### src/rtl/mem_bus_arbiter_decoder_pkg.sv
// Shared types and constants for the memory bus arbiter/decoder.
// FSM states, master ids, arbitration modes and the error read value.
package mem_bus_pkg;

  typedef enum logic [1:0] {
    ST_IDLE   = 2'd0,
    ST_ACCESS = 2'd1,
    ST_RESP   = 2'd2
  } state_t;

  typedef enum logic {
    MST_I = 1'b0,
    MST_D = 1'b1
  } mst_t;

  localparam int ARB_FIXED = 0;
  localparam int ARB_RR    = 1;
  localparam int ERR_DATA  = 0;

endpackage

### src/rtl/mem_bus_arbiter_decoder_if.sv
// Bundle of the two master request ports and the shared slave bus.
// The 'slave' modport is the arbiter's view; 'master' is the surrounding system.
interface mem_bus_if #(
  parameter int NUM_SLAVES = 4,
  parameter int ADDR_W     = 32,
  parameter int DATA_W     = 32
);
  // Handshake: i_req/d_req are levels held until the matching one-cycle done
  // pulse, with addr/we/be/wdata stable meanwhile; a new req may follow in the
  // cycle after done. s_ready is honoured only from the selected slave while
  // s_sel is non-zero, and every s_* output is stable for that whole window.
  logic                       i_req;
  logic [ADDR_W-1:0]          i_addr;
  logic                       i_done;
  logic [DATA_W-1:0]          i_rdata;
  logic                       i_err;
  logic                       d_req;
  logic                       d_we;
  logic [DATA_W/8-1:0]        d_be;
  logic [ADDR_W-1:0]          d_addr;
  logic [DATA_W-1:0]          d_wdata;
  logic                       d_done;
  logic [DATA_W-1:0]          d_rdata;
  logic                       d_err;
  logic [NUM_SLAVES-1:0]      s_sel;
  logic                       s_we;
  logic [DATA_W/8-1:0]        s_be;
  logic [ADDR_W-1:0]          s_addr;
  logic [DATA_W-1:0]          s_wdata;
  logic [NUM_SLAVES*DATA_W-1:0] s_rdata;
  logic [NUM_SLAVES-1:0]      s_ready;

  modport slave (
    input  i_req, i_addr, d_req, d_we, d_be, d_addr, d_wdata, s_rdata, s_ready,
    output i_done, i_rdata, i_err, d_done, d_rdata, d_err,
           s_sel, s_we, s_be, s_addr, s_wdata
  );

  modport master (
    output i_req, i_addr, d_req, d_we, d_be, d_addr, d_wdata, s_rdata, s_ready,
    input  i_done, i_rdata, i_err, d_done, d_rdata, d_err,
           s_sel, s_we, s_be, s_addr, s_wdata
  );
endinterface

### src/rtl/mem_bus_addr_decode.sv
// Combinational region decoder: lowest matching region wins.
// Produces hit flag, one-hot select, region index and word offset in region.
module mem_bus_addr_decode #(
  parameter int NUM_SLAVES = 4,
  parameter int ADDR_W     = 32,
  parameter int IDX_W      = 2,
  parameter logic [NUM_SLAVES*ADDR_W-1:0] SLV_BASE = '0,
  parameter logic [NUM_SLAVES*ADDR_W-1:0] SLV_LAST = '0
) (
  input  logic [ADDR_W-1:0]     i_addr,
  output logic                  o_hit,
  output logic [NUM_SLAVES-1:0] o_sel,
  output logic [IDX_W-1:0]      o_idx,
  output logic [ADDR_W-1:0]     o_offset
);

  always_comb begin
    o_hit    = 1'b0;
    o_sel    = '0;
    o_idx    = '0;
    o_offset = '0;
    // Scan from the top so the lowest matching index is the one left standing.
    for (int k = NUM_SLAVES - 1; k >= 0; k--) begin
      if (i_addr >= SLV_BASE[k*ADDR_W +: ADDR_W] &&
          i_addr <= SLV_LAST[k*ADDR_W +: ADDR_W]) begin
        o_hit    = 1'b1;
        o_sel    = NUM_SLAVES'(1) << k;
        o_idx    = IDX_W'(k);
        o_offset = (i_addr - SLV_BASE[k*ADDR_W +: ADDR_W]) >> 2;
      end
    end
  end

endmodule

### src/rtl/mem_bus_arbiter_decoder.sv
// Registered two-master arbiter and region decoder for the shared slave bus,
// with slave wait states, access timeout and error response for misses.
module mem_bus_arbiter_decoder
  import mem_bus_pkg::*;
#(
  parameter int NUM_SLAVES = 4,
  parameter int ADDR_W     = 32,
  parameter int DATA_W     = 32,
  parameter logic [NUM_SLAVES*ADDR_W-1:0] SLV_BASE =
    {32'h1001_0108, 32'h1001_0100, 32'h0040_0000, 32'h1001_0000},
  parameter logic [NUM_SLAVES*ADDR_W-1:0] SLV_LAST =
    {32'h1001_011F, 32'h1001_0107, 32'h0FFF_FFFF, 32'h1001_00FF},
  parameter int TIMEOUT  = 15,
  parameter int ARB_MODE = ARB_FIXED
) (
  input  logic   clk,
  input  logic   rst_n,
  mem_bus_if.slave bus,
  output state_t o_dbg_state
);

  localparam int BE_W  = DATA_W / 8;
  localparam int IDX_W = (NUM_SLAVES > 1) ? $clog2(NUM_SLAVES) : 1;
  localparam int CNT_W = $clog2(TIMEOUT + 1);

  state_t                r_state;
  mst_t                  r_mst;
  mst_t                  r_last;
  logic                  r_we;
  logic [BE_W-1:0]       r_be;
  logic [DATA_W-1:0]     r_wdata;
  logic [DATA_W-1:0]     r_rdata;
  logic                  r_err;
  logic [NUM_SLAVES-1:0] r_sel;
  logic [IDX_W-1:0]      r_idx;
  logic [ADDR_W-1:0]     r_offset;
  logic [CNT_W-1:0]      r_cnt;

  mst_t                  w_gnt;
  logic                  w_req_any;
  logic [ADDR_W-1:0]     w_addr;
  logic                  w_hit;
  logic [NUM_SLAVES-1:0] w_sel;
  logic [IDX_W-1:0]      w_idx;
  logic [ADDR_W-1:0]     w_offset;
  logic [DATA_W-1:0]     w_slv_rdata;
  logic                  w_access;
  logic                  w_i_done;
  logic                  w_d_done;

  // In round-robin mode D only wins a tie if I was the last one served.
  always_comb begin
    w_req_any = bus.i_req | bus.d_req;
    if (bus.d_req && (!bus.i_req || ARB_MODE == ARB_FIXED || r_last == MST_I))
      w_gnt = MST_D;
    else
      w_gnt = MST_I;
    w_addr = (w_gnt == MST_D) ? bus.d_addr : bus.i_addr;
  end

  mem_bus_addr_decode #(
    .NUM_SLAVES (NUM_SLAVES),
    .ADDR_W     (ADDR_W),
    .IDX_W      (IDX_W),
    .SLV_BASE   (SLV_BASE),
    .SLV_LAST   (SLV_LAST)
  ) u_decode (
    .i_addr   (w_addr),
    .o_hit    (w_hit),
    .o_sel    (w_sel),
    .o_idx    (w_idx),
    .o_offset (w_offset)
  );

  assign w_slv_rdata = bus.s_rdata[int'(r_idx)*DATA_W +: DATA_W];

  always_ff @(posedge clk or negedge rst_n) begin
    if (!rst_n) begin
      r_state  <= ST_IDLE;
      r_mst    <= MST_I;
      r_last   <= MST_I;
      r_we     <= 1'b0;
      r_be     <= '0;
      r_wdata  <= '0;
      r_rdata  <= '0;
      r_err    <= 1'b0;
      r_sel    <= '0;
      r_idx    <= '0;
      r_offset <= '0;
      r_cnt    <= '0;
    end else begin
      case (r_state)
        ST_IDLE: begin
          if (w_req_any) begin
            r_mst    <= w_gnt;
            r_last   <= w_gnt;
            r_we     <= (w_gnt == MST_D) ? bus.d_we : 1'b0;
            r_be     <= (w_gnt == MST_D) ? bus.d_be : '1;
            r_wdata  <= (w_gnt == MST_D) ? bus.d_wdata : '0;
            r_sel    <= w_sel;
            r_idx    <= w_idx;
            r_offset <= w_offset;
            r_cnt    <= '0;
            if (w_hit) begin
              r_state <= ST_ACCESS;
            end else begin
              r_state <= ST_RESP;
              r_err   <= 1'b1;
              r_rdata <= DATA_W'(ERR_DATA);
            end
          end
        end
        ST_ACCESS: begin
          // A ready on the final counted cycle still completes cleanly.
          if (bus.s_ready[r_idx]) begin
            r_state <= ST_RESP;
            r_err   <= 1'b0;
            r_rdata <= r_we ? DATA_W'(ERR_DATA) : w_slv_rdata;
          end else if (r_cnt == CNT_W'(TIMEOUT)) begin
            r_state <= ST_RESP;
            r_err   <= 1'b1;
            r_rdata <= DATA_W'(ERR_DATA);
          end else begin
            r_cnt <= r_cnt + CNT_W'(1);
          end
        end
        ST_RESP: r_state <= ST_IDLE;
        default: r_state <= ST_IDLE;
      endcase
    end
  end

  assign w_access = (r_state == ST_ACCESS);
  assign w_i_done = (r_state == ST_RESP) && (r_mst == MST_I);
  assign w_d_done = (r_state == ST_RESP) && (r_mst == MST_D);

  assign bus.s_sel   = w_access ? r_sel    : '0;
  assign bus.s_we    = w_access & r_we;
  assign bus.s_be    = w_access ? r_be     : '0;
  assign bus.s_addr  = w_access ? r_offset : '0;
  assign bus.s_wdata = w_access ? r_wdata  : '0;

  assign bus.i_done  = w_i_done;
  assign bus.i_rdata = w_i_done ? r_rdata : '0;
  assign bus.i_err   = w_i_done & r_err;
  assign bus.d_done  = w_d_done;
  assign bus.d_rdata = w_d_done ? r_rdata : '0;
  assign bus.d_err   = w_d_done & r_err;

  assign o_dbg_state = r_state;

endmodule
### src/flat_wrapper.sv
// flat-port wrapper written by rule: the top's interface ports become plain ports
module mem_bus_arbiter_decoder_flat import mem_bus_pkg::*;
#(
  parameter int NUM_SLAVES = 4,
  parameter int ADDR_W     = 32,
  parameter int DATA_W     = 32,
  parameter logic [NUM_SLAVES*ADDR_W-1:0] SLV_BASE =
    {32'h1001_0108, 32'h1001_0100, 32'h0040_0000, 32'h1001_0000},
  parameter logic [NUM_SLAVES*ADDR_W-1:0] SLV_LAST =
    {32'h1001_011F, 32'h1001_0107, 32'h0FFF_FFFF, 32'h1001_00FF},
  parameter int TIMEOUT  = 15,
  parameter int ARB_MODE = ARB_FIXED
)
  (clk, rst_n, o_dbg_state, bus_i_req, bus_i_addr, bus_d_req, bus_d_we, bus_d_be, bus_d_addr, bus_d_wdata, bus_s_rdata, bus_s_ready, bus_i_done, bus_i_rdata, bus_i_err, bus_d_done, bus_d_rdata, bus_d_err, bus_s_sel, bus_s_we, bus_s_be, bus_s_addr, bus_s_wdata);
  mem_bus_if #(.NUM_SLAVES(NUM_SLAVES), .ADDR_W(ADDR_W), .DATA_W(DATA_W)) bus_i ();
  input  logic clk;
  input  logic rst_n;
  output state_t o_dbg_state;
  input wire logic [$bits(bus_i.i_req)-1:0] bus_i_req;
  input wire logic [$bits(bus_i.i_addr)-1:0] bus_i_addr;
  input wire logic [$bits(bus_i.d_req)-1:0] bus_d_req;
  input wire logic [$bits(bus_i.d_we)-1:0] bus_d_we;
  input wire logic [$bits(bus_i.d_be)-1:0] bus_d_be;
  input wire logic [$bits(bus_i.d_addr)-1:0] bus_d_addr;
  input wire logic [$bits(bus_i.d_wdata)-1:0] bus_d_wdata;
  input wire logic [$bits(bus_i.s_rdata)-1:0] bus_s_rdata;
  input wire logic [$bits(bus_i.s_ready)-1:0] bus_s_ready;
  output wire logic [$bits(bus_i.i_done)-1:0] bus_i_done;
  output wire logic [$bits(bus_i.i_rdata)-1:0] bus_i_rdata;
  output wire logic [$bits(bus_i.i_err)-1:0] bus_i_err;
  output wire logic [$bits(bus_i.d_done)-1:0] bus_d_done;
  output wire logic [$bits(bus_i.d_rdata)-1:0] bus_d_rdata;
  output wire logic [$bits(bus_i.d_err)-1:0] bus_d_err;
  output wire logic [$bits(bus_i.s_sel)-1:0] bus_s_sel;
  output wire logic [$bits(bus_i.s_we)-1:0] bus_s_we;
  output wire logic [$bits(bus_i.s_be)-1:0] bus_s_be;
  output wire logic [$bits(bus_i.s_addr)-1:0] bus_s_addr;
  output wire logic [$bits(bus_i.s_wdata)-1:0] bus_s_wdata;
  assign bus_i.i_req = bus_i_req;
  assign bus_i.i_addr = bus_i_addr;
  assign bus_i.d_req = bus_d_req;
  assign bus_i.d_we = bus_d_we;
  assign bus_i.d_be = bus_d_be;
  assign bus_i.d_addr = bus_d_addr;
  assign bus_i.d_wdata = bus_d_wdata;
  assign bus_i.s_rdata = bus_s_rdata;
  assign bus_i.s_ready = bus_s_ready;
  assign bus_i_done = bus_i.i_done;
  assign bus_i_rdata = bus_i.i_rdata;
  assign bus_i_err = bus_i.i_err;
  assign bus_d_done = bus_i.d_done;
  assign bus_d_rdata = bus_i.d_rdata;
  assign bus_d_err = bus_i.d_err;
  assign bus_s_sel = bus_i.s_sel;
  assign bus_s_we = bus_i.s_we;
  assign bus_s_be = bus_i.s_be;
  assign bus_s_addr = bus_i.s_addr;
  assign bus_s_wdata = bus_i.s_wdata;
  mem_bus_arbiter_decoder #(.NUM_SLAVES(NUM_SLAVES), .ADDR_W(ADDR_W), .DATA_W(DATA_W), .SLV_BASE(SLV_BASE), .SLV_LAST(SLV_LAST), .TIMEOUT(TIMEOUT), .ARB_MODE(ARB_MODE)) u_core (.clk(clk), .rst_n(rst_n), .bus(bus_i), .o_dbg_state(o_dbg_state));
endmodule
### config.mk
export PLATFORM = sky130hd
export DESIGN_NAME = mem_bus_arbiter_decoder_flat
export DESIGN_NICKNAME = d
export VERILOG_FILES = /design/src/rtl/mem_bus_arbiter_decoder_pkg.sv /design/src/rtl/mem_bus_arbiter_decoder_if.sv /design/src/rtl/mem_bus_addr_decode.sv /design/src/rtl/mem_bus_arbiter_decoder.sv /design/src/flat_wrapper.sv
export SDC_FILE = /design/constraint.sdc
export NUM_CORES = 1
export LEC_CHECK = 0
export CORE_AREA = 2 2 148 150
export DETAILED_ROUTE_END_ITERATION = 10
export DIE_AREA = 0 0 150 152
export GPL_TIMING_DRIVEN = 0
export PLACE_DENSITY = 0.85
export SLEW_MARGIN = 15
export SYNTH_ARGS = -nofsm -noshare
export SYNTH_HDL_FRONTEND = slang
export SYNTH_SLANG_ARGS = --single-unit
### constraint.sdc
create_clock -name clk -period 3.2 [get_ports clk]
set_clock_uncertainty 0.2 [all_clocks]
set_input_delay 0.48 -clock clk [delete_from_list [all_inputs] [get_ports clk]]
set_output_delay 0.48 -clock clk [all_outputs]
set_load 0.1 [all_outputs]
# Yosys cells after proc, flatten, opt, wreduce, memory -nomap -nowiden
# Index checks and enable logic that the tools add are counted.
[word_totals] reg_bits=115 in_bits=237
[op_classes] addsub=5 n_lt_le_gt_ge=9 n_eq_ne=8 shift=1 mux=49 n_bitwise=5 n_reduce_logical=12
[ops] op="32-bit 2-to-1 mux" n=13
[ops] op="128-bit by 8-bit indexed part select with 32-bit output" n=1
[ops] op="32-bit by 29-bit greater-or-equal comparator with 1-bit output (second input constant)" n=3
[ops] op="32-bit by 29-bit <= comparator with 1-bit output (second input constant)" n=3
[ops] op="32-bit by 29-bit subtractor with 32-bit output (second input constant)" n=3
[ops] op="32-bit case mux with 2 select lines" n=1
[ops] op="30-bit 2-to-1 mux" n=2
[ops] op="4-bit 2-to-1 mux" n=10
[ops] op="32-bit by 23-bit greater-or-equal comparator with 1-bit output (second input constant)" n=1
[ops] op="32-bit by 28-bit <= comparator with 1-bit output (second input constant)" n=1
[ops] op="32-bit by 23-bit subtractor with 32-bit output (second input constant)" n=1
[ops] op="2-bit 2-to-1 mux" n=8
[ops] op="1-bit 2-to-1 mux" n=11
[ops] op="4-bit case mux with 2 select lines" n=1
[ops] op="4-bit AND reduction" n=2
[ops] op="1-bit logical AND" n=6
[ops] op="2-bit inequality test (second input constant)" n=3
[ops] op="4-bit by 1-bit adder with 4-bit output (second input constant)" n=1
[ops] op="4-bit == test (second input constant)" n=1
[ops] op="2-bit case mux with 2 select lines" n=1
[ops] op="2-bit AND reduction" n=2
[ops] op="1-bit AND" n=3
[ops] op="2-bit by 3-bit less-than comparator with 1-bit output (second input constant)" n=1
[ops] op="3-bit inequality test (second input constant)" n=1
[ops] op="9 further kinds" n=9

# Logic depth before layout (Yosys ltp)
# Gate-level depths: netlist of run 1.
[logic_depth] word_depth=11 depth_mapped=17 ltp_nobuf=10

# Cells and area by module
# Synthesis of run 1 repeated with hierarchy kept, for this count alone.
[unflattened] cells_unflattened=856 hier_area_um2=8056.5
[by_module_without_submodules] mod="mem_bus_arbiter_decoder" n_inst=1 cells_per_inst=586 area_per_inst_um2=6349.8 seq_area_each_um2=2877.8
[by_module_without_submodules] mod="mem_bus_addr_decode" n_inst=1 cells_per_inst=270 area_per_inst_um2=1706.6 seq_area_each_um2=0.0

# Least setup slack after synthesis of run 1
# OpenSTA, ideal clock, no wires.
[synth_timing] path_type="input to register" start="input port bus_d_req" end="register u_core.r_offset[23]" setup_time_ns=0.126 arrival_ns=3.965 setup_slack_ns=-1.091 cell_stages=16 path_buffers=7 path_cell_list="buf_6 > buf_6 > buf_6 > buf_4 > buf_6 > clkbuf_1 > mux2i_1 > ha_1 > o221ai_1 > nor4_4 > nand3_1 > mux2i_4 > buf_6 > a221oi_2 > or3_1 > a221o_1"
[synth_between] elab_chain_len=8 word_cells_on_any_way=24
[synth_rtl] item="start: declaration" line_no="flat_wrapper.sv:21" rtl="input wire logic [$bits(bus_i.d_req)-1:0] bus_d_req;"
[synth_rtl] item="1-bit 2-to-1 mux" line_no="mem_bus_arbiter_decoder.sv:54" rtl="if (bus.d_req && (!bus.i_req || ARB_MODE == ARB_FIXED || r_last == MST_I))"
[synth_rtl] item="32-bit 2-to-1 mux" line_no="mem_bus_arbiter_decoder.sv:58" rtl="w_addr = (w_gnt == MST_D) ? bus.d_addr : bus.i_addr;"
[synth_rtl] item="32-bit by 29-bit greater-or-equal comparator with 1-bit output / 32-bit by 29-bit <= comparator with 1-bit output (equally long branches)" line_no="mem_bus_addr_decode.sv:24, mem_bus_addr_decode.sv:25"
[synth_rtl] item="1-bit logical AND" line_no="mem_bus_addr_decode.sv:24" rtl="if (i_addr >= SLV_BASE[k*ADDR_W +: ADDR_W] &&"
[synth_rtl] item="30-bit 2-to-1 mux (2 in series)" line_no="mem_bus_addr_decode.sv:24"
[synth_rtl] item="32-bit 2-to-1 mux (2 in series)" line_no="mem_bus_addr_decode.sv:24"
[synth_rtl] item="end signal: assignment" line_no="mem_bus_arbiter_decoder.sv:102" rtl="r_offset <= w_offset;"
[synth_rtl] item="end: declaration" line_no="mem_bus_arbiter_decoder.sv:36" rtl="logic [ADDR_W-1:0] r_offset;"
# Parallel ways exist; a longest one is shown, timed or not.
# A chain may end at the register's enable or synchronous reset.

# Worst setup path after layout of run 1
[layout_timing] start="input port bus_d_req" end="register u_core.r_offset[6]"
# Same word-level chain as after synthesis.

==> summary.md, run 1 <==
| Metric | Value |
|---|---|
| Grt met3 use | 5.83% |
| Peak VDD IR | 349 µV |
| Library cells used by synthesis | 77 |
| Clock tree sinks | 113 |
| TritonCTS clock tree | yes |
| Clock root buffer | clkbuf_16 |
| Post-DP HPWL | 27300 µm |
| Sw power | 4040 µW |
| CP Capture Type | register |
| Setup-failing EPs final | 69 |
| Initial Utilization | 39.9% |
| Number of global-route vias before repair | 9744 |
| CP max FO | 6 |
| Syn Area/Cell | 9.47 µm² |
| Worst r2r dst | u_core.r_rdata[6] |
| Die area | 22800 µm² |
| PD cells | 614 nW/µm² |
| Drt pass-1 iters | 8 |
| Share of cells above drive strength 1 | 33.2% |
| Sequential power share | 26.7% |
| Routed WL | 38400 µm |
| GRT overflow | 0 |
| Tightest Pin Transition | 1.03 ns |
| Switching Share | 45.7% |
| GR Util All Layers | 32.0% |
| Top cell type's share of synthesized area | 33.2% |
| DRC viols | 0 |
| # IOs | 380 |
| Most frequent cell after synthesis | and2_1 |
| Routability Congestion | 0.977 |
| Hold Path Origin | u_core.r_sel[1] |
| Min cycle time layout | 3.68 ns |
| Combinational share of power | 50.5% |
| H-tree levels | 4 |
| Power Internal | 4800 µW |
| Violated checks | negative setup slack |
| Clock slew at reported path FFs | 0.06 ns |
| Post-synthesis sequential area ratio | 33.2% |
| Area growth syn-to-layout | 69.2% |
| First-pass GRT wire length | 56100 µm |
| Clk_lat worst skew | 0.42 ns |
| Syn Inst Count | 899 |
| CTS Buf Count | 17 |
| Iter 0 DRT Violations | 940 |
| Cells taking the most area after synthesis | dfrtp_1 (33%), and2_1 (10%), mux4_2 (8.7%) |
| Die Ht | 152 µm |
| Relative slew slack | 31.1% |
| Fin crit share | 115% |
| Hold path depth | 2 |
| Status | finished, violations left |
| Vias per cell | 5.93 |
| Cell Area, Synth | 8510 µm² |
| Die W | 150 µm |
| R2r startpoint | u_core.r_idx[0] |
| Initial antenna violation count | 5 |
| Required time of the critical path | 3.30 ns |
| Max Transition Viols Final | 0 |
| PortBufs | 377 |
| Post-synth top area cell | dfrtp_1 |
| Core footprint | 21400 µm² |
| Crit path kind | input pin to register |
| Worst hold path type | register to register |
| WL/cell | 23.1 µm |
| Max-cap violation count | 0 |
| Setup TNS | -22.08 ns |
| FF-to-FF setup slack | -0.08 ns |
| Total power | 8850 µW |
| Async S/R FF share, synth | 100% |
| CP max stage cell | or3_1 |
| CP Launch Type | input pin |
| Final setup margin | -0.483 ns |
| Hold Path End | u_core.r_sel[1] |
| Met2 GRT Util | 54.6% |
| RSZ-0062 raised after global routing | yes |
| Max Clk Rate | 272 MHz |
| Warnings from Yosys | 0 |
| Most frequent cells after synthesis | and2_1 (142), dfrtp_1 (113), clkbuf_1 (51) |
| Met1 Usage GRT | 37.4% |
| Post-synth EDFFs | 0 |
| Static Leakage | 0.00606 µW |
| Flip-flop and latch count after synthesis | 113 |
| Most used DFF post-synth | dfrtp_1 |
| Worst path arrival time | 3.79 ns |
| Fin. Hold Viols | 0 |
| Core Rows | 54 |
| Worst reg2reg path depth | 7 |
| Worst path cell trace | buf_6 > buf_8 > buf_8 > buf_8 > buf_8 > buf_12 > clkbuf_16 > mux2i_4 > ha_4 > buf_6 > o221ai_4 > nor4_4 > buf_6 > a211o_4 > mux2i_4 > buf_6 > buf_4 > a21oi_2 > or3_1 > a32o_1 |
| CTS Buffer Depth | 2 |
| Nets | 1614 |
| Largest net degree at the start of global routing | 68 |
| Gr busiest metal | met2 |
| Crit path largest cell delay | 0.37 ns |
| Clock network fraction of total power | 22.8% |
| DRT antenna net count | 0 |
| Via Count | 9868 |
[sequential cells by signal, indices dropped and copies added (netlist names)]
name and flops:
u_core.r_be 4, u_core.o_dbg_state 2, u_core.r_cnt 4, u_core.r_rdata 32, u_core.r_sel 4, u_core.r_idx 2
u_core.r_we 1, u_core.r_offset 30, u_core.r_mst 1, u_core.r_err 1, u_core.r_wdata 32
[power by group through the flow]
| stage | clock [µW] | combinational [µW] | sequential (µW) |
|---|---|---|---|
| global placement | 0 | 4080 | 2300 |
| CTS | 2010 | 4330 | 2340 |
| floorplan | 0 | 2860 | 2250 |
| detailed placement | 0 | 4160 | 2330 |
| finish | 2010 | 4470 | 2370 |
| global route | 2090 | 4690 | 2420 |
[cell families (layout without fill, tap and decap cells)]
logic type	after synthesis	in the layout	synth area share, %
AOI/OAI and AO/OA	254	254	21.1
and+or+nand+nor	350	350	24.4
DFF	113	113	33.2
xor gates and xnor gates	19	19	1.96
adders and majority gates	11	11	1.62
buffers and inverters	83	562	4.48
muxes	68	68	13.2
other	1	8	0.0441
[routing by layer]
layer / vias to the layer above / wire length [µm] / share of wire [%]
met5: - / 0 / 0
met4: 0 / 2540 / 6.6
met3: 192 / 2830 / 7.4
met2: 631 / 19200 / 50
met1: 4791 / 13800 / 36
li1: 4254 / - / -
[layout make-up]
| cell class | instances | area (µm²) |
|---|---|---|
| flip-flops and latches | 113 | 2830 |
| inverters | 13 | 48.8 |
| fillers | 1620 | 6950 |
| well taps | 280 | 350 |
| plain buffers | 68 | 444 |
| multi-input cells | 704 | 6000 |
| repair buffers | 449 | 4090 |
| diodes | 6 | 15.0 |
| clock inverters | 12 | 183 |
| clock buffers | 20 | 437 |
[critical path: cells and delay by family]
family                   cells  cell delay [ns]
multiplexers                 2             0.44
AO/OA/AOI/OAI                4             0.78
buffers and inverters       11             1.47
AND/OR/NAND/NOR              2             0.43
adder cells (fa/ha/maj)      1             0.18
[repair_timing]
item / 4_1_cts / 5_1_grt
hold buffers: 1 / 0
gates resized for setup: 626 / 209
hold endpoints to repair: 66 / 0
setup buffers: 40 / 26
gates cloned: 4 / 1
endpoints found under the setup margin: 221 / 178
pin swaps: 28 / 16
[cell usage in the layout (no fill, tap or decap), types with 7 or more instances in the layout]
cell,instances
buf_6,30
nand2_1,36
clkbuf_2,12
buf_2,88
nand2b_1,35
dfrtp_1,113
a21oi_2,7
and2_1,124
o21ai_0,17
mux2_2,11
clkbuf_4,16
ha_1,9
inv_1,12
buf_4,45
clkbuf_16,19
nor3_1,21
and2_2,18
buf_8,8
a21oi_1,25
a22oi_1,35
a22o_1,39
o21ai_2,32
nor2_1,39
clkdlybuf4s18_2,9
nor3b_1,11
xnor2_1,11
mux2i_1,15
clkbuf_1,41
mux4_2,33
o21ai_1,12
clkdlybuf4s50_1,236
xor2_1,8
clkdlybuf4s15_2,19
[worst max-delay path by stage]
| stage | from | endpoint | slack (ns) | depth (start not counted) |
|---|---|---|---|---|
| final | bus_d_req | u_core.r_offset[6] | -0.48 | 20 |
| after detailed placement | bus_d_req | u_core.r_rdata[9] | -1.96 | 16 |
| after global placement | rst_n | u_core.r_wdata[29] | -3.04 | 1 |
| after CTS | bus_d_req | u_core.r_offset[23] | -0.30 | 19 |
| after floorplan | bus_d_req | u_core.r_offset[23] | -0.69 | 16 |
| after global routing | bus_d_req | u_core.r_offset[6] | -0.50 | 20 |
[per-stage QoR]
stage	instance area [µm²]	worst slack, ns	hold WS, ns	util, %	cells
after floorplan	8680	-0.689	-0.0156	-	900
after global placement	12800	-3.04	0.254	60.0	1557
after detailed placement	12800	-1.96	0.262	60.1	1558
after CTS	14400	-0.302	0.275	67.3	1633
after global routing	14400	-0.501	0.305	67.4	1664
final	14400	-0.483	0.283	67.4	1665
No activity file was read; power rests on OpenSTA's default activity.
==> inputs of run 2 (changes only) <==
--- a/config.mk
+++ b/config.mk
@@ -5,11 +5,11 @@
 export SDC_FILE = /design/constraint.sdc
 export NUM_CORES = 1
 export LEC_CHECK = 0
-export CORE_AREA = 2 2 148 150
+export CORE_MARGIN = 8
+export CORE_UTILIZATION = 43
 export DETAILED_ROUTE_END_ITERATION = 10
-export DIE_AREA = 0 0 150 152
 export GPL_TIMING_DRIVEN = 0
-export PLACE_DENSITY = 0.85
+export PLACE_DENSITY = 0.89
 export SLEW_MARGIN = 15
 export SYNTH_ARGS = -nofsm -noshare
 export SYNTH_HDL_FRONTEND = slang
==> run 2 against run 1 <==
The run still ends with negative setup slack left; power is 3.2% lower; die area rose by 7.7%; design area shrank 3.1%; routed wire length is 1.6% higher; clock-buffer cell count is 2 higher; maximum frequency rose by 4.4%; sequential share of layout area up 0.64 points; flip-flop and latch count unchanged; largest power group unchanged; via count decreased by 2.1%; cell count fell by 1.7%; global-route usage decreased by 2.1 points; clock power shrank 7%; largest cell class unchanged.
==> summary.md, run 2 (same netlist as run 1, synthesis figures left out) <==
| Metric | Value |
|---|---|
| Status | finished, violations left |
| Violated checks | negative setup slack |
| Initial antenna violation count | 6 (+1) |
| Sw power | 3950 µW (-2.4%) |
| Required time of the critical path | 3.27 ns (-0.03 ns) |
| DRT antenna net count | 0 (unchanged) |
| Post-DP HPWL | 29500 µm (+8.2%) |
| RSZ-0062 raised after global routing | yes |
| Clk_lat worst skew | 0.40 ns (-0.02 ns) |
| Worst r2r dst | u_core.r_rdata[27] |
| Multi-input gate area | 5830 µm² (-2.9%) |
| Final setup margin | -0.328 ns (+0.155 ns) |
| Fin. Hold Viols | 0 (unchanged) |
| Switching Share | 46.1% (+0.39 points) |
| Via Count | 9662 (-2.1%) |
| Core Rows | 51 (-5.6%) |
| Core footprint | 19500 µm² (-8.8%) |
| Clock slew at reported path FFs | 0.05 ns (about the same) |
| Die Ht | 157 µm (+3.1%) |
| Routed WL | 39000 µm (+1.6%) |
| TritonCTS clock tree | yes |
| Hold Path Origin | u_core.r_sel[0] |
| Worst path cell trace | buf_8 > buf_8 > buf_8 > buf_8 > buf_12 > clkbuf_16 > mux2i_4 > ha_4 > o21ai_2 > o31a_1 > a311o_1 > a31o_4 > buf_6 > a211oi_4 > mux2i_1 > o21ai_1 |
| GR Util All Layers | 29.9% (-2.1 points) |
| Met1 Usage GRT | 34.0% (-3.4 points) |
| Commonest non-fill, non-tap cells in the layout | clkdlybuf4s50_1 (236), and2_1 (124), dfrtp_1 (113) |
| PortBufs | 377 (unchanged) |
| Relative slew slack | 29.6% (-1.5 points) |
| Iter 0 DRT Violations | 719 (-24%) |
| Min Hold Slack | 0.265 ns (-0.0179 ns) |
| Min cycle time layout | 3.53 ns (-0.155 ns) |
| Total power | 8560 µW (-3.2%) |
| Critical path depth | 16 (-20%) |
| CTS Buf Count | 17 (unchanged) |
| Crit path kind | input pin to register |
| Peak VDD IR | 319 µV (-8.5%) |
| CP endpoint | u_core.r_offset[1] |
| # IOs | 380 (unchanged) |
| Largest registers | u_core.r_rdata x32, u_core.r_wdata x32, u_core.r_offset x30 |
| Met2 GRT Util | 51.7% (-2.9 points) |
| Max Transition Viols Final | 0 (unchanged) |
| Sequential power share | 27.6% (+0.9 points) |
| Nets | 1600 (-0.87%) |
| DRC viols | 0 (unchanged) |
| Critical path buffers and inverters | 7 (-4) |
| Largest net degree at the start of global routing | 76 (+12%) |
| Clock tree sinks | 113 (unchanged) |
| FF-to-FF setup slack | -0.10 ns (-0.02 ns) |
| Worst path arrival time | 3.60 ns (-0.19 ns) |
| Clock root buffer | clkbuf_16 |
| GRT overflow | 0 (unchanged) |
| Die area | 24600 µm² (+7.7%) |
| Critical Path Source | bus_d_req |
| CP max stage cell | a311o_1 |
| Combinational share of power | 50.5% (about the same) |
| Setup TNS | -14.89 ns (+7.19 ns) |
| First-pass GRT wire length | 56600 µm (+0.90%) |
| Crit path largest cell delay | 0.39 ns (+0.02 ns) |
| CP Capture Type | register |
| CP Launch Type | input pin |
| Share of cells above drive strength 1 | 30.1% (-3.1 points) |
| Number of global-route vias before repair | 9687 (-0.58%) |
| Setup-failing EPs final | 66 (-4.3%) |
| CP max FO | 8 (+2) |
| Initial Utilization | 43.7% (+3.9 points) |
| Clock network fraction of total power | 21.8% (-1.0 points) |
| Grt met3 use | 5.63% (-0.20 points) |
| Die W | 157 µm (+4.5%) |
| Area growth syn-to-layout | 63.9% |
| CP delay by family, top | compound AO/OA/AOI/OAI gates |
| Register area | 2830 µm² (unchanged) |
| Max Clk Rate | 283 MHz (+4.4%) |
| Routability Congestion | 0.956 (-2.1%) |
| Filler cell count | 1399 (-14%) |
| Max-cap violation count | 0 (unchanged) |
| PD cells | 614 nW/µm² (about the same) |
| Tightest Pin Transition | 1.05 ns (+0.0229 ns) |
| Worst reg2reg path depth | 7 (unchanged) |
| Power Internal | 4620 µW (-3.9%) |
| WL/cell | 23.8 µm (+3.3%) |
| CTS Buffer Depth | 2 (unchanged) |
| Commonest non-fill, non-tap cell in the layout | clkdlybuf4s50_1 |
| Gr busiest metal | met2 |
| H-tree levels | 4 (unchanged) |
| Worst hold path type | register to register |
| Drt pass-1 iters | 6 (-2) |
| Static Leakage | 0.00588 µW (-2.9%) |
| Fin crit share | 110% (-4.8 points) |
| Most frequent CP cell | buf_8 |
| R2r startpoint | u_core.r_idx[0] |
| Vias per cell | 5.90 (-0.41%) |
## run 2: cell count changes in the layout (fill, tap and decap cells not counted), sizes merged
cell and change:
bufinv -3, clkinv +2, diode +1, buf -15
inv -1, dlygate4sd2 -1, clkdlybuf4s18 +1, clkdlybuf4s15 -4
clkbuf +7
## run 2: power by group through the flow
stage | Combinational (µW) | Clock (µW) | Sequential (µW)
2_1_floorplan | 2860 | 0 | 2250
3_3_place_gp | 4070 | 0 | 2300
3_5_place_dp | 4140 | 0 | 2340
4_1_cts | 4210 | 1880 | 2320
5_1_grt | 4560 | 1950 | 2420
6_report | 4330 | 1870 | 2370
## run 2: timing repair
item / in CTS / in global routing
hold buffers: 1 / 0
resized for setup: 606 / 197
endpoints found under the hold margin: 38 / 0
cloned: 1 / 1
setup buffers: 26 / 29
setup endpoints to repair: 222 / 181
pin swaps: 11 / 12
## run 2: how the worst min path moves through the flow
stage	to	slack [ns]	depth (start not counted)
after floorplan	u_core.o_dbg_state[0]	-0.02	0
after global placement	u_core.r_sel[0]	0.25	2
after detailed placement	u_core.r_wdata[9]	0.21	1
after CTS	u_core.r_sel[0]	0.27	2
after global routing	u_core.r_sel[1]	0.30	2
final	u_core.r_sel[0]	0.26	2
## run 2: per-layer routing
metal,vias up,wire length (µm)
met5,-,0
met4,0,2180
met3,138,3160
met2,610,19400
met1,4674,14200
li1,4240,-
## run 2: through the flow
| stage | setup WS, ns | instance area (µm²) | instances | util, % |
|---|---|---|---|---|
| 6_report | -0.328 | 13900 | 1637 | 71.7 |
| 5_1_grt | -0.423 | 13900 | 1637 | 71.7 |
| 4_1_cts | -0.339 | 13700 | 1602 | 70.5 |
| 3_5_place_dp | -2.01 | 12800 | 1543 | 65.8 |
| 3_3_place_gp | -2.97 | 12800 | 1542 | 65.7 |
| 2_1_floorplan | -0.689 | 8680 | 900 | - |
## run 2: worst register-to-register path, cell delays in order (launching register included)
cell      delay, ns
dfrtp_1        0.67
mux4_2         0.64
nor2_1         0.46
or2_2          0.20
clkbuf_1       0.27
clkbuf_1       0.47
a22oi_1        0.22
o21ai_2        0.10
## run 2: layout make-up
| class | count | area share [%] |
|---|---|---|
| buffer | 67 | 3.10 |
| multi-input combinational | 704 | 41.8 |
| clock buffer | 22 | 3.54 |
| clock inverter | 10 | 0.727 |
| tap | 265 | 2.38 |
| inverter | 13 | 0.350 |
| timing repair buffer | 436 | 27.7 |
| antenna | 7 | 0.126 |
| sequential | 113 | 20.3 |
==> inputs of run 3 (changes only) <==
--- a/config.mk
+++ b/config.mk
@@ -5,7 +5,7 @@
 export SDC_FILE = /design/constraint.sdc
 export NUM_CORES = 1
 export LEC_CHECK = 0
-export CORE_MARGIN = 8
+export CORE_MARGIN = 5
 export CORE_UTILIZATION = 43
 export DETAILED_ROUTE_END_ITERATION = 10
 export GPL_TIMING_DRIVEN = 0
==> run 3 against run 2 <==
Clock power is 2% higher; worst setup slack worse by 0.032 ns; register-to-register slack improved by 0.02 ns; design area decreased by 0.45%; maximum frequency is 0.89% lower; critical path depth grew 2; routed wire length fell by 0.96%; largest cell class unchanged; power increased by 0.93%; non-clock buffer count decreased by 8; largest power group unchanged; die area is 7.5% lower; critical path type unchanged; sequential share of layout area increased by 0.091 points; combinational power barely moved; the run still ends with negative setup slack left.
==> summary.md, run 3 (same netlist as run 1, synthesis figures left out) <==
| Metric | Value |
|---|---|
| Status | finished, violations left |
| Violated checks | negative setup slack |
| Area growth syn-to-layout | 63.1% |
| Clk_lat worst skew | 0.41 ns (about the same) |
| Clock root buffer | clkbuf_16 |
| Die W | 151 µm (-3.8%) |
| PD cells | 622 nW/µm² (+1.4%) |
| Clock tree sinks | 113 (unchanged) |
| Commonest non-fill, non-tap cells in the layout | clkdlybuf4s50_1 (236), and2_1 (124), dfrtp_1 (113) |
| Required time of the critical path | 3.29 ns (+0.02 ns) |
| Critical path depth | 18 (+2) |
| H-tree levels | 4 (unchanged) |
| Post-DP HPWL | 28800 µm (-2.3%) |
| Relative slew slack | 26.3% (-3.3 points) |
| # IOs | 380 (unchanged) |
| Worst r2r dst | u_core.r_rdata[6] |
| CP delay by family, top | compound AO/OA/AOI/OAI gates |
| Most frequent CP cell | buf_8 |
| Crit path largest cell delay | 0.41 ns (+0.02 ns) |
| CP max FO | 10 (+2) |
| CTS Buffer Depth | 2 (unchanged) |
| GRT overflow | 0 (unchanged) |
| CP Capture Type | register |
| Nets | 1593 (-0.44%) |
| PortBufs | 377 (unchanged) |
| Commonest non-fill, non-tap cell in the layout | clkdlybuf4s50_1 |
| Max Clk Rate | 281 MHz (-0.89%) |
| Die area | 22700 µm² (-7.5%) |
| Largest registers | u_core.r_rdata x32, u_core.r_wdata x32, u_core.r_offset x30 |
| Fin crit share | 111% (+0.99 points) |
| Routed WL | 38600 µm (-0.96%) |
| Critical Path Source | bus_d_req |
| Worst hold path type | register to register |
| Worst reg2reg path depth | 7 (unchanged) |
| Drt pass-1 iters | 5 (-1) |
| R2r startpoint | u_core.r_idx[0] |
| Worst path cell trace | buf_8 > buf_8 > buf_8 > buf_8 > buf_8 > buf_12 > clkbuf_16 > mux2i_4 > ha_4 > o21ai_4 > o31a_1 > a311o_1 > a31o_4 > a21boi_4 > nor3b_4 > buf_12 > buf_8 > o21ai_1 |
| Initial antenna violation count | 4 (-2) |
| Final setup margin | -0.360 ns (-0.0318 ns) |
| Core Rows | 51 (unchanged) |
| Min cycle time layout | 3.56 ns (+0.0318 ns) |
| Post-route cell area | 13900 µm² (-0.45%) |
| Placed cell areas | 12800 µm² (unchanged) |
| CTS Buf Count | 17 (unchanged) |
| Peak VDD IR | 337 µV (+5.5%) |
| DRT antenna net count | 0 (unchanged) |
| CP max stage cell | a311o_1 |
| Critical path buffers and inverters | 9 (+2) |
| Worst path arrival time | 3.65 ns (+0.05 ns) |
| Setup-failing EPs final | 68 (+3.0%) |
| Tightest Pin Transition | 1.10 ns (+0.0490 ns) |
| TritonCTS clock tree | yes |
| Via Count | 9627 (-0.36%) |
| Share of cells above drive strength 1 | 30.2% (+0.082 points) |
| Max Transition Viols Final | 0 (unchanged) |
| Crit path kind | input pin to register |
| Iter 0 DRT Violations | 777 (+8.1%) |
| Vias per cell | 5.92 (+0.25%) |
| Core footprint | 19500 µm² (unchanged) |
| DRC viols | 0 (unchanged) |
| Die Ht | 151 µm (-3.8%) |
| Largest net degree at the start of global routing | 78 (+2.6%) |
| Clock slew at reported path FFs | 0.06 ns (about the same) |
| Static Leakage | 0.00590 µW (+0.37%) |
| Total power | 8640 µW (+0.93%) |
| Initial Utilization | 43.7% (unchanged) |
| RSZ-0062 raised after global routing | yes |
| FF-to-FF setup slack | -0.08 ns (+0.02 ns) |
| CP Launch Type | input pin |
| First-pass GRT wire length | 55200 µm (-2.5%) |
| Max-cap violation count | 0 (unchanged) |
| WL/cell | 23.7 µm (-0.36%) |
| Number of global-route vias before repair | 9594 (-0.96%) |
| CP endpoint | u_core.r_rdata[17] |
| Fin. Hold Viols | 0 (unchanged) |
| Routability Congestion | 0.982 (+2.7%) |
| GR Util All Layers | 31.6% (+1.8 points) |
-- run 3: changes by cell type in the layout (fill, tap and decap cells not counted), sizes merged, moves of 3 or more --
cell           change
diode              -3
clkdlybuf4s15      +3
clkbuf             -5
clkdlybuf4s18      -9
buf                +4
-- run 3: per-layer routing --
layer	track usage, %	share of wire, %
met1	36.9	37
met2	55.1	50
met3	6.14	8.0
met4	16.3	5.7
met5	0	0
-- run 3: worst min path at each step --
stage	from	endpoint	slack (ns)	depth (start not counted)
after floorplan	rst_n	u_core.o_dbg_state[0]	-0.02	0
after global placement	u_core.r_sel[0]	u_core.r_sel[0]	0.25	2
after detailed placement	rst_n	u_core.r_wdata[7]	0.20	1
after CTS	u_core.r_sel[0]	u_core.r_sel[0]	0.26	2
after global routing	u_core.r_sel[0]	u_core.r_sel[0]	0.29	2
final	u_core.r_sel[0]	u_core.r_sel[0]	0.26	2
-- run 3: stage by stage --
stage	util (%)	setup WS, ns	cells	TNS [ns]	hold slack [ns]
floorplan	-	-0.689	900	-36.60	-0.0156
global placement	65.7	-3.04	1542	-522.01	0.246
detailed placement	65.8	-1.97	1543	-188.40	0.204
CTS	70.4	-0.267	1604	-14.15	0.264
global route	71.3	-0.417	1627	-23.12	0.291
finish	71.3	-0.360	1627	-19.33	0.261
-- run 3: cell type report --
cell class	instances	area, µm²
fill	1445	5580
inverter	13	48.8
sequential	113	2830
clock buffer	23	498
timing repair buffer	427	3750
buffer	68	453
antenna	4	10.0
clock inverter	9	104
multi-input combinational	705	5860
tap	265	332
-- run 3: what timing repair did --
item                                    CTS  global route
pin swaps                                 9            13
hold endpoints to repair                 36             0
gates cloned                              1             3
gates resized for setup                 587           218
endpoints found under the setup margin  219           187
hold buffers                              1             0
buffers inserted                         29            16
-- run 3: tightest hold or removal path, cell delays in order (launching register included) --
cell and delay, ns:
dfrtp_1 0.33, nand2_1 0.05, nand2_1 0.05
-- run 3: where the power goes --
part	switching, µW	internal [µW]	leakage, µW	total [µW]
Combinational	2850	1490	0.00413	4340
Clock	668	1240	0.000295	1910
Sequential	439	1950	0.00148	2390
